File: src/rtl/game_timer_pkg.sv
// game_timer_pkg: shared types and helpers for the shared game countdown timer.
package game_timer_pkg;

  localparam int NUM_REQ  = 3;
  localparam int REQ_EASY = 0;
  localparam int REQ_MED  = 1;
  localparam int REQ_HARD = 2;

  typedef enum logic [1:0] {
    ST_IDLE   = 2'd0,
    ST_RUN    = 2'd1,
    ST_EXPIRE = 2'd2,
    ST_HOLD   = 2'd3
  } state_e;

  typedef struct packed {
    logic [3:0] tens;
    logic [3:0] ones;
  } bcd2_t;

  // Binary 1..99 to two BCD digits; only ever called on elaboration-time constants.
  function automatic bcd2_t to_bcd2(input int unsigned val);
    bcd2_t r;
    r.tens = 4'((val / 10) % 10);
    r.ones = 4'(val % 10);
    return r;
  endfunction

endpackage

File: src/rtl/timer_arbiter_if.sv
// timer_arbiter_if: request/restart inputs and grant/timeout/display outputs
// between the difficulty controllers (master) and the shared timer (slave).
interface timer_arbiter_if;
  import game_timer_pkg::*;

  logic [NUM_REQ-1:0] req;
  logic [NUM_REQ-1:0] restart;
  logic [NUM_REQ-1:0] grant;
  logic [NUM_REQ-1:0] timeout;
  logic [3:0]         ones;
  logic [3:0]         tens;
  logic               busy;
  logic               warn;

  modport master (
    output req, restart,
    input  grant, timeout, ones, tens, busy, warn
  );

  modport slave (
    input  req, restart,
    output grant, timeout, ones, tens, busy, warn
  );

endinterface

File: src/rtl/bcd_down_counter2.sv
// bcd_down_counter2: two-digit BCD down counter with synchronous load,
// decrement enable (saturating at 00) and a zero flag.
module bcd_down_counter2
  import game_timer_pkg::*;
(
  input  logic  clk,
  input  logic  rst,
  input  logic  load_i,
  input  bcd2_t load_val_i,
  input  logic  dec_i,
  output bcd2_t cnt_o,
  output bcd2_t cnt_next_o,
  output logic  zero_o
);

  bcd2_t cnt_q, cnt_d;

  assign zero_o     = (cnt_q == '0);
  assign cnt_o      = cnt_q;
  assign cnt_next_o = cnt_d;

  // Load has priority; a decrement borrows from tens when ones is 0.
  always_comb begin
    cnt_d = cnt_q;
    if (load_i) begin
      cnt_d = load_val_i;
    end else if (dec_i && !zero_o) begin
      if (cnt_q.ones == 4'd0) begin
        cnt_d.ones = 4'd9;
        cnt_d.tens = cnt_q.tens - 4'd1;
      end else begin
        cnt_d.ones = cnt_q.ones - 4'd1;
      end
    end
  end

  // Count register, cleared to 00 on reset.
  always_ff @(posedge clk or negedge rst) begin
    if (!rst) cnt_q <= '0;
    else      cnt_q <= cnt_d;
  end

endmodule

File: src/rtl/timer_arbiter.sv
// timer_arbiter: round-robin owner of one shared seconds countdown for the
// easy/medium/hard game controllers. Optional build macro LOW_TIME_WARN_EN
// drives warn while running with a low count; otherwise warn is tied low.
//
// state  | meaning
// IDLE   | no owner; arbitrate on req
// RUN    | owner granted, counting down
// EXPIRE | count hit 00; one-cycle timeout pulse to owner
// HOLD   | expired, grant held until owner drops req
module timer_arbiter
  import game_timer_pkg::*;
#(
  parameter int TICK_DIV  = 50000000,
  parameter int SECS0     = 10,
  parameter int SECS1     = 12,
  parameter int SECS2     = 12,
  parameter int WARN_SECS = 3
) (
  input  logic           clk,
  input  logic           rst,
  timer_arbiter_if.slave bus
);

  localparam int PW = $clog2(TICK_DIV);

  state_e             state_q, state_d;
  logic [NUM_REQ-1:0] grant_q, grant_d;
  logic [NUM_REQ-1:0] timeout_q, timeout_d;
  logic [1:0]         ptr_q, ptr_d;
  logic [PW-1:0]      presc_q, presc_d;
  logic               busy_q, busy_d;
  logic               warn_q, warn_d;

  logic               pick_vld;
  logic [1:0]         pick_idx, pick_cand;
  logic               own_req, own_rst, tick;
  logic               cnt_load, cnt_dec, cnt_zero;
  bcd2_t              cnt_val, cnt_next, load_val;

  // While a grant is held the pointer equals the owner index.
  function automatic bcd2_t reload_bcd(input logic [1:0] idx);
    bcd2_t r;
    case (idx)
      2'(REQ_EASY): r = to_bcd2(SECS0);
      2'(REQ_MED):  r = to_bcd2(SECS1);
      2'(REQ_HARD): r = to_bcd2(SECS2);
      default:      r = to_bcd2(SECS0);
    endcase
    return r;
  endfunction

  assign own_req = |(bus.req & grant_q);
  assign own_rst = |(bus.restart & grant_q);
  assign tick    = (presc_q == PW'(TICK_DIV - 1));

  // Round-robin pick: first asserted request searching from pointer+1.
  always_comb begin
    pick_vld  = 1'b0;
    pick_idx  = '0;
    pick_cand = '0;
    for (int k = 1; k <= NUM_REQ; k++) begin
      pick_cand = 2'((int'(ptr_q) + k) % NUM_REQ);
      if (!pick_vld && bus.req[pick_cand]) begin
        pick_vld = 1'b1;
        pick_idx = pick_cand;
      end
    end
  end

  // Next-state: release beats restart, restart beats the final tick.
  always_comb begin
    state_d   = state_q;
    grant_d   = grant_q;
    timeout_d = '0;
    ptr_d     = ptr_q;
    presc_d   = presc_q;
    busy_d    = busy_q;
    cnt_load  = 1'b0;
    cnt_dec   = 1'b0;
    load_val  = reload_bcd(ptr_q);
    unique case (state_q)
      ST_IDLE: begin
        if (pick_vld) begin
          state_d  = ST_RUN;
          grant_d  = NUM_REQ'(1) << pick_idx;
          ptr_d    = pick_idx;
          busy_d   = 1'b1;
          presc_d  = '0;
          cnt_load = 1'b1;
          load_val = reload_bcd(pick_idx);
        end
      end
      ST_RUN, ST_HOLD: begin
        if (!own_req) begin
          state_d = ST_IDLE;
          grant_d = '0;
          busy_d  = 1'b0;
        end else if (own_rst) begin
          state_d  = ST_RUN;
          presc_d  = '0;
          cnt_load = 1'b1;
        end else if (state_q == ST_RUN) begin
          if (tick) begin
            presc_d = '0;
            cnt_dec = 1'b1;
            if (cnt_val.tens == 4'd0 && cnt_val.ones == 4'd1) begin
              state_d   = ST_EXPIRE;
              timeout_d = grant_q;
            end
          end else begin
            presc_d = presc_q + PW'(1);
          end
        end
      end
      ST_EXPIRE: begin
        if (!own_req) begin
          state_d = ST_IDLE;
          grant_d = '0;
          busy_d  = 1'b0;
        end else begin
          state_d = ST_HOLD;
        end
      end
      default: state_d = ST_IDLE;
    endcase
  end

`ifdef LOW_TIME_WARN_EN
  assign warn_d = (state_d == ST_RUN) &&
                  ((int'(cnt_next.tens) * 10 + int'(cnt_next.ones)) <= WARN_SECS);
`else
  localparam int unused_warn_secs = WARN_SECS;
  logic unused_next;
  assign unused_next = ^cnt_next;
  assign warn_d      = 1'b0;
`endif

  bcd_down_counter2 u_cnt (
    .clk        (clk),
    .rst        (rst),
    .load_i     (cnt_load),
    .load_val_i (load_val),
    .dec_i      (cnt_dec & ~cnt_zero),
    .cnt_o      (cnt_val),
    .cnt_next_o (cnt_next),
    .zero_o     (cnt_zero)
  );

  // Control registers; pointer resets to 2 so requester 0 wins first.
  always_ff @(posedge clk or negedge rst) begin
    if (!rst) begin
      state_q   <= ST_IDLE;
      grant_q   <= '0;
      timeout_q <= '0;
      ptr_q     <= 2'(REQ_HARD);
      presc_q   <= '0;
      busy_q    <= 1'b0;
      warn_q    <= 1'b0;
    end else begin
      state_q   <= state_d;
      grant_q   <= grant_d;
      timeout_q <= timeout_d;
      ptr_q     <= ptr_d;
      presc_q   <= presc_d;
      busy_q    <= busy_d;
      warn_q    <= warn_d;
    end
  end

  assign bus.grant   = grant_q;
  assign bus.timeout = timeout_q;
  assign bus.ones    = cnt_val.ones;
  assign bus.tens    = cnt_val.tens;
  assign bus.busy    = busy_q;
  assign bus.warn    = warn_q;

endmodule

File: src/flat_wrapper.sv
// flat-port wrapper written by rule: the top's interface ports become plain ports
module timer_arbiter_flat import game_timer_pkg::*;
#(
  parameter int TICK_DIV  = 50000000,
  parameter int SECS0     = 10,
  parameter int SECS1     = 12,
  parameter int SECS2     = 12,
  parameter int WARN_SECS = 3
)
  (clk, rst, bus_req, bus_restart, bus_grant, bus_timeout, bus_ones, bus_tens, bus_busy, bus_warn);
  timer_arbiter_if bus_i ();
  input  logic clk;
  input  logic rst;
  input wire logic [$bits(bus_i.req)-1:0] bus_req;
  input wire logic [$bits(bus_i.restart)-1:0] bus_restart;
  output wire logic [$bits(bus_i.grant)-1:0] bus_grant;
  output wire logic [$bits(bus_i.timeout)-1:0] bus_timeout;
  output wire logic [$bits(bus_i.ones)-1:0] bus_ones;
  output wire logic [$bits(bus_i.tens)-1:0] bus_tens;
  output wire logic [$bits(bus_i.busy)-1:0] bus_busy;
  output wire logic [$bits(bus_i.warn)-1:0] bus_warn;
  assign bus_i.req = bus_req;
  assign bus_i.restart = bus_restart;
  assign bus_grant = bus_i.grant;
  assign bus_timeout = bus_i.timeout;
  assign bus_ones = bus_i.ones;
  assign bus_tens = bus_i.tens;
  assign bus_busy = bus_i.busy;
  assign bus_warn = bus_i.warn;
  timer_arbiter #(.TICK_DIV(TICK_DIV), .SECS0(SECS0), .SECS1(SECS1), .SECS2(SECS2), .WARN_SECS(WARN_SECS)) u_core (.clk(clk), .rst(rst), .bus(bus_i));
endmodule
File: config.mk
export PLATFORM = sky130hd
export DESIGN_NAME = timer_arbiter_flat
export DESIGN_NICKNAME = d
export VERILOG_FILES = /design/src/rtl/game_timer_pkg.sv /design/src/rtl/timer_arbiter_if.sv /design/src/rtl/bcd_down_counter2.sv /design/src/rtl/timer_arbiter.sv /design/src/flat_wrapper.sv
export SDC_FILE = /design/constraint.sdc
export NUM_CORES = 1
export LEC_CHECK = 0
export ABC_CLOCK_PERIOD_IN_PS = 3500
export CAP_MARGIN = 20
export CORE_MARGIN = 2
export CORE_UTILIZATION = 30
export CTS_BUF_LIST = sky130_fd_sc_hd__clkbuf_4 sky130_fd_sc_hd__clkbuf_8
export DETAILED_ROUTE_END_ITERATION = 8
export GPL_TIMING_DRIVEN = 0
export SLEW_MARGIN = 20
export SYNTH_ARGS = -nofsm -noshare
export SYNTH_HDL_FRONTEND = slang
export SYNTH_HIERARCHICAL = 1
export SYNTH_SLANG_ARGS = --single-unit
File: constraint.sdc
create_clock -name clk -period 3.5 [get_ports clk]
set_input_delay 1.05 -clock clk [delete_from_list [all_inputs] [get_ports clk]]
set_output_delay 1.05 -clock clk [all_outputs]
set_load 0.005 [all_outputs]
# Yosys cells after proc, flatten, opt, wreduce, memory -nomap -nowiden
# Index checks and enable logic that the tools add are counted.
[totals]
ff_bits = 45
latch_bits = 0
mem_bits_rw = 0
mem_bits_ro = 0
input_bits = 8
out_inout_bits = 16
word_cells = 121
mem_count = 0
[classes]
add_sub_neg = 6
mul = 0
n_div = 3
n_lt_le_gt_ge = 3
n_eq_ne = 16
shifts = 1
muxes = 55
n_bitwise = 4
n_reduce_logical = 25
[op_table]
columns = ["operator", "count"]
rows = [
  ["$mux 26", 5],
  ["$mod 32x3->32 const B", 3],
  ["$pmux 26 s2", 1],
  ["$mux 8", 4],
  ["$add 26x1->26 const B", 1],
  ["$eq 26x26->1 const B", 1],
  ["$mux 2", 12],
  ["$mux 3", 8],
  ["$mux 1", 16],
  ["$ne 4x4->1 const B", 3],
  ["$lt 2x3->1 const B", 3],
  ["$reduce_or 3->1", 3],
  ["$eq 2x2->1 const B", 4],
  ["$logic_not 4->1", 2],
  ["$logic_not 8->1", 1],
  ["$mux 4", 2],
  ["$reduce_and 4->1", 2],
  ["$sub 4x1->4 const B", 2],
  ["$add 2x2->3 const B", 2],
  ["$and 3x3->3", 2],
  ["$bmux 1 s2", 3],
  ["$eq 2x1->1 const B", 3],
  ["$pmux 2 s3", 1],
  ["$pmux 3 s2", 1],
  ["15 further kinds", 28],
]

# Logic depth before layout (Yosys ltp)
[depth]
ltp_word = 17
ltp_mapped = 11
depth_no_buf = 11

# By module
# The synthesis kept the hierarchy.
[by_module_without_submodules]
columns = ["module", "n_inst", "cells_each", "area_each_um2"]
rows = [
  ["timer_arbiter", 1, 274, 2412.3],
  ["bcd_down_counter2", 1, 59, 526.8],
]

# Least setup slack after synthesis
# No wires, ideal clock.
[synth_timing]
path_kind = "in2reg"
from = "in bus_restart[1]"
to = "reg u_core.u_cnt.cnt_q, in the netlist u_core/u_cnt/cnt_o[7]"
setup_time_ps = 82
arrival_ps = 3510
slack_ps = -92
path_stages = 7
path_buffers = 0
path_cell_list = "a222oi_1 > nand2_1 > nor3_2 > nor3b_1 > or4b_2 > or4_1 > a31oi_1"
[synth_rtl]
columns = ["item", "line_no", "rtl"]
rows = [
  ["from (decl)", "flat_wrapper.sv:15", "input wire logic [$bits(bus_i.restart)-1:0] bus_restart;"],
  ["to (signal assigned)", "bcd_down_counter2.sv:40", "else cnt_q <= cnt_d;"],
  ["to (decl)", "bcd_down_counter2.sv:16", "bcd2_t cnt_q, cnt_d;"],
]

==> results.md <==
* Status: completed
* CTS H-tree lvls at 2
* Number of I/O port buffers at 22
* Crit path to: u_core/u_cnt/cnt_o[4]
* Number of fill cells at 1015
* Reg area at 1130 sq um
* Total gr overflow at 0
* Part of the cycle the worst path needs at 94.8%
* RSZ-0062 raised after global routing: false
* Inserted Diodes at 0
* Tmin final at 3.32 ns
* Worst skew pair latency at 0.31 ns
* Initial Utilization at 30.5%
* Critical path class: in -> reg
* Core Area at 9640 sq um
* DR vias at 2683
* CP max FO at 8
* Initial antenna violation count at 0
* Clock buffer count from CTS at 5
* Power Dens Cells at 697 nW/um^2
* Setup Total Neg Slack at 0 ns
* CTS tree: yes
* VDD IR max at 0.346 mV
* Detail Placement HPWL at 5.21 mm
* Relative slew margins at 46.8%
* GP Congestion at 0.858
* Synth Flop Type: dfrtp_1
* Clock tree buffer depth at 2
* Reg2reg start: u_core/presc_q[0]
* DRT Wirelength at 7.47 mm
* Ys Warns at 6
* Post-synth ARST share at 100%
* WP data arrival at 3.51 ns
* Row count at 36
* Gr usage total at 15.1%
* Layout cells sized above 1 at 12.3%
* Die area at 10600 sq um
* Post-synth EDFFs at 0
* CP startpoint kind: primary input
* Hold WS at 0.487 ns
* R2R Path End: u_core/u_cnt/cnt_o[4]
* IO Count at 24
* Mapped Area at 2940 sq um
* Worst-Margin Slew at 0.791 ns
* CP Launch Point: bus_restart[1]
* DR pass1 iterations at 5
* Setup Skew at 0.00792 ns
* P_leak at 1.50 nW
* Drt initial violations at 146
* Worst-path clk slew at 0.09 ns
* R2R depth at 9
* Die Span X at 103 um
* First-pass GRT wire length at 12.7 mm
* Setup violations, final at 0
* Layout Nets at 392
* Largest net degree at the start of global routing at 29
* CP Data Required Time at 3.70 ns
* Root buf cell: clkbuf_8
* FF-to-FF setup slack at 0.33 ns
* # DRC at 0
* HP Class: reg -> reg
* Crit. End Element: flop
* Max-cap violations at 0
* P&R area growth vs syn at 22.0%
* Die Y at 103 um
* Multi-input gate area at 1700 sq um
* Antenna Nets Post-Route at 0
* Max Freq at 301 MHz
* Post-synthesis sequential area ratio at 38.4%
* Final Hold Fails at 0
* Syn Inst Count at 333
* Final max-slew violation count at 0
* Clock sinks at 45
* Routed wire per std cell at 14.7 um
* Vias per Instance at 5.28
* Vias in the first global route at 2613
* Syn_area_per_cell at 8.83 sq um
* Library cells used by synthesis at 60
* Yosys reg bits at 45
[worst min-delay path by stage]
stage	startpoint	end	slack [ns]	cells after the start
2_1_floorplan	u_core/presc_q[25]	u_core/presc_q[25]	0.44	1
3_3_place_gp	u_core/presc_q[25]	u_core/presc_q[25]	0.46	1
3_5_place_dp	u_core/presc_q[25]	u_core/presc_q[25]	0.46	1
4_1_cts	u_core/presc_q[25]	u_core/presc_q[25]	0.48	1
5_1_grt	u_core/presc_q[25]	u_core/presc_q[25]	0.50	1
6_report	u_core/presc_q[25]	u_core/presc_q[25]	0.49	1
[cell usage after synthesis, drive strengths merged, types with 3 or more instances]
master   n  share of area, %
and2     3              0.64
nor2    25               3.2
and3    13               2.8
mux2i   13               4.4
nor4     6               1.3
a21oi   16               2.7
inv     22               2.8
a221o    8               2.7
buf     11               2.4
clkbuf   6              0.77
or4      7               2.0
mux2     3               1.1
nand3   27               4.6
dfrtp   44                37
nand3b   3              0.77
nor2b    3              0.64
a22o     3              0.89
a21o     3              0.77
ha      10               4.3
nand4   13               2.8
nor3     6               1.2
o21ai   13               2.2
and4     4               1.2
or3      5               1.1
a31oi    6               1.5
nand2b   4              0.85
nor3b    3              0.94
nand2   24               3.1
[report_power, final]
group | switching, W | leakage [nW] | internal (W) | total, W
registers | 0.000133 | 0.596 | 0.000616 | 0.000749
logic | 0.000709 | 0.832 | 0.000554 | 0.00126
clock network | 0.000200 | 0.0687 | 0.000288 | 0.000488
total | 0.00104 | 1.50 | 0.00146 | 0.00250
[worst max-delay path, stage by stage]
cell	delay [ns]
clkdlybuf4s50_1	0.40
a222oi_1	0.30
buf_4	0.19
nand2_4	0.08
nor3_4	0.20
nor3b_4	0.25
nor3b_2	0.53
a21oi_1	0.14
or3_1	0.38
[layout by cell type, fill, tap and decap left out, types with 10 or more instances in the layout]
cell,count
ha_1,10
mux2i_1,13
clkdlybuf4s50_1,20
dfrtp_1,44
inv_1,22
and3_1,13
o21ai_0,11
nand3_1,26
nand4_1,13
nand2_1,23
nor2_1,25
a21oi_1,16
[sequential cells by signal, summed over array words and instances (netlist names)]
name	count
u_core/bus.grant	3
u_core/u_cnt/cnt_o	8
u_core/presc_q	26
u_core/bus.busy	1
u_core/ptr_q	2
u_core/state_q	2
u_core/bus.timeout	3
[metal layers]
layer	track usage, %	share of wire (%)
met3	2.98	4.1
met4	6.48	1.6
met2	22.2	46
met5	0	0
met1	21.4	49
[through the flow]
stage | cells | instance area, sq um | power (W) | utilization (%) | worst slack [ns]
2_1_floorplan | 339 | 2970 | 0.00155 | - | 0.0168
3_3_place_gp | 494 | 3360 | 0.00194 | 34.9 | -0.943
3_5_place_dp | 495 | 3370 | 0.00197 | 35.0 | -0.991
4_1_cts | 506 | 3550 | 0.00250 | 36.8 | 0.0245
5_1_grt | 508 | 3590 | 0.00269 | 37.2 | 0.0157
6_report | 508 | 3590 | 0.00250 | 37.2 | 0.183
[repair_timing]
item,4_1_cts,5_1_grt
setup endpoints to repair,7,5
pin swaps,2,3
hold buffers,0,0
gates resized for setup,4,7
setup buffers,3,1
[logic make-up (layout without fill, tap and decap cells)]
family	Yosys count	after routing	share of synthesized area, %
AOI/OAI and AO/OA	69	69	16.9
adders and majority gates	10	10	4.26
buffers and inverters	39	75	5.96
DFF	45	45	38.4
muxes	16	16	5.58
other	2	8	0.256
and+or+nand+nor	152	152	28.7
[area by class of cell]
| cell class | count | area share, % |
|---|---|---|
| clock inverters | 3 | 1.92 |
| multi-input cells | 255 | 47.5 |
| well taps | 133 | 4.64 |
| inverters | 22 | 2.30 |
| flip-flops and latches | 45 | 31.4 |
| repair buffers | 28 | 7.61 |
| clock buffers | 5 | 1.92 |
| plain buffers | 17 | 2.65 |
(Power assumes the default switching activity.)
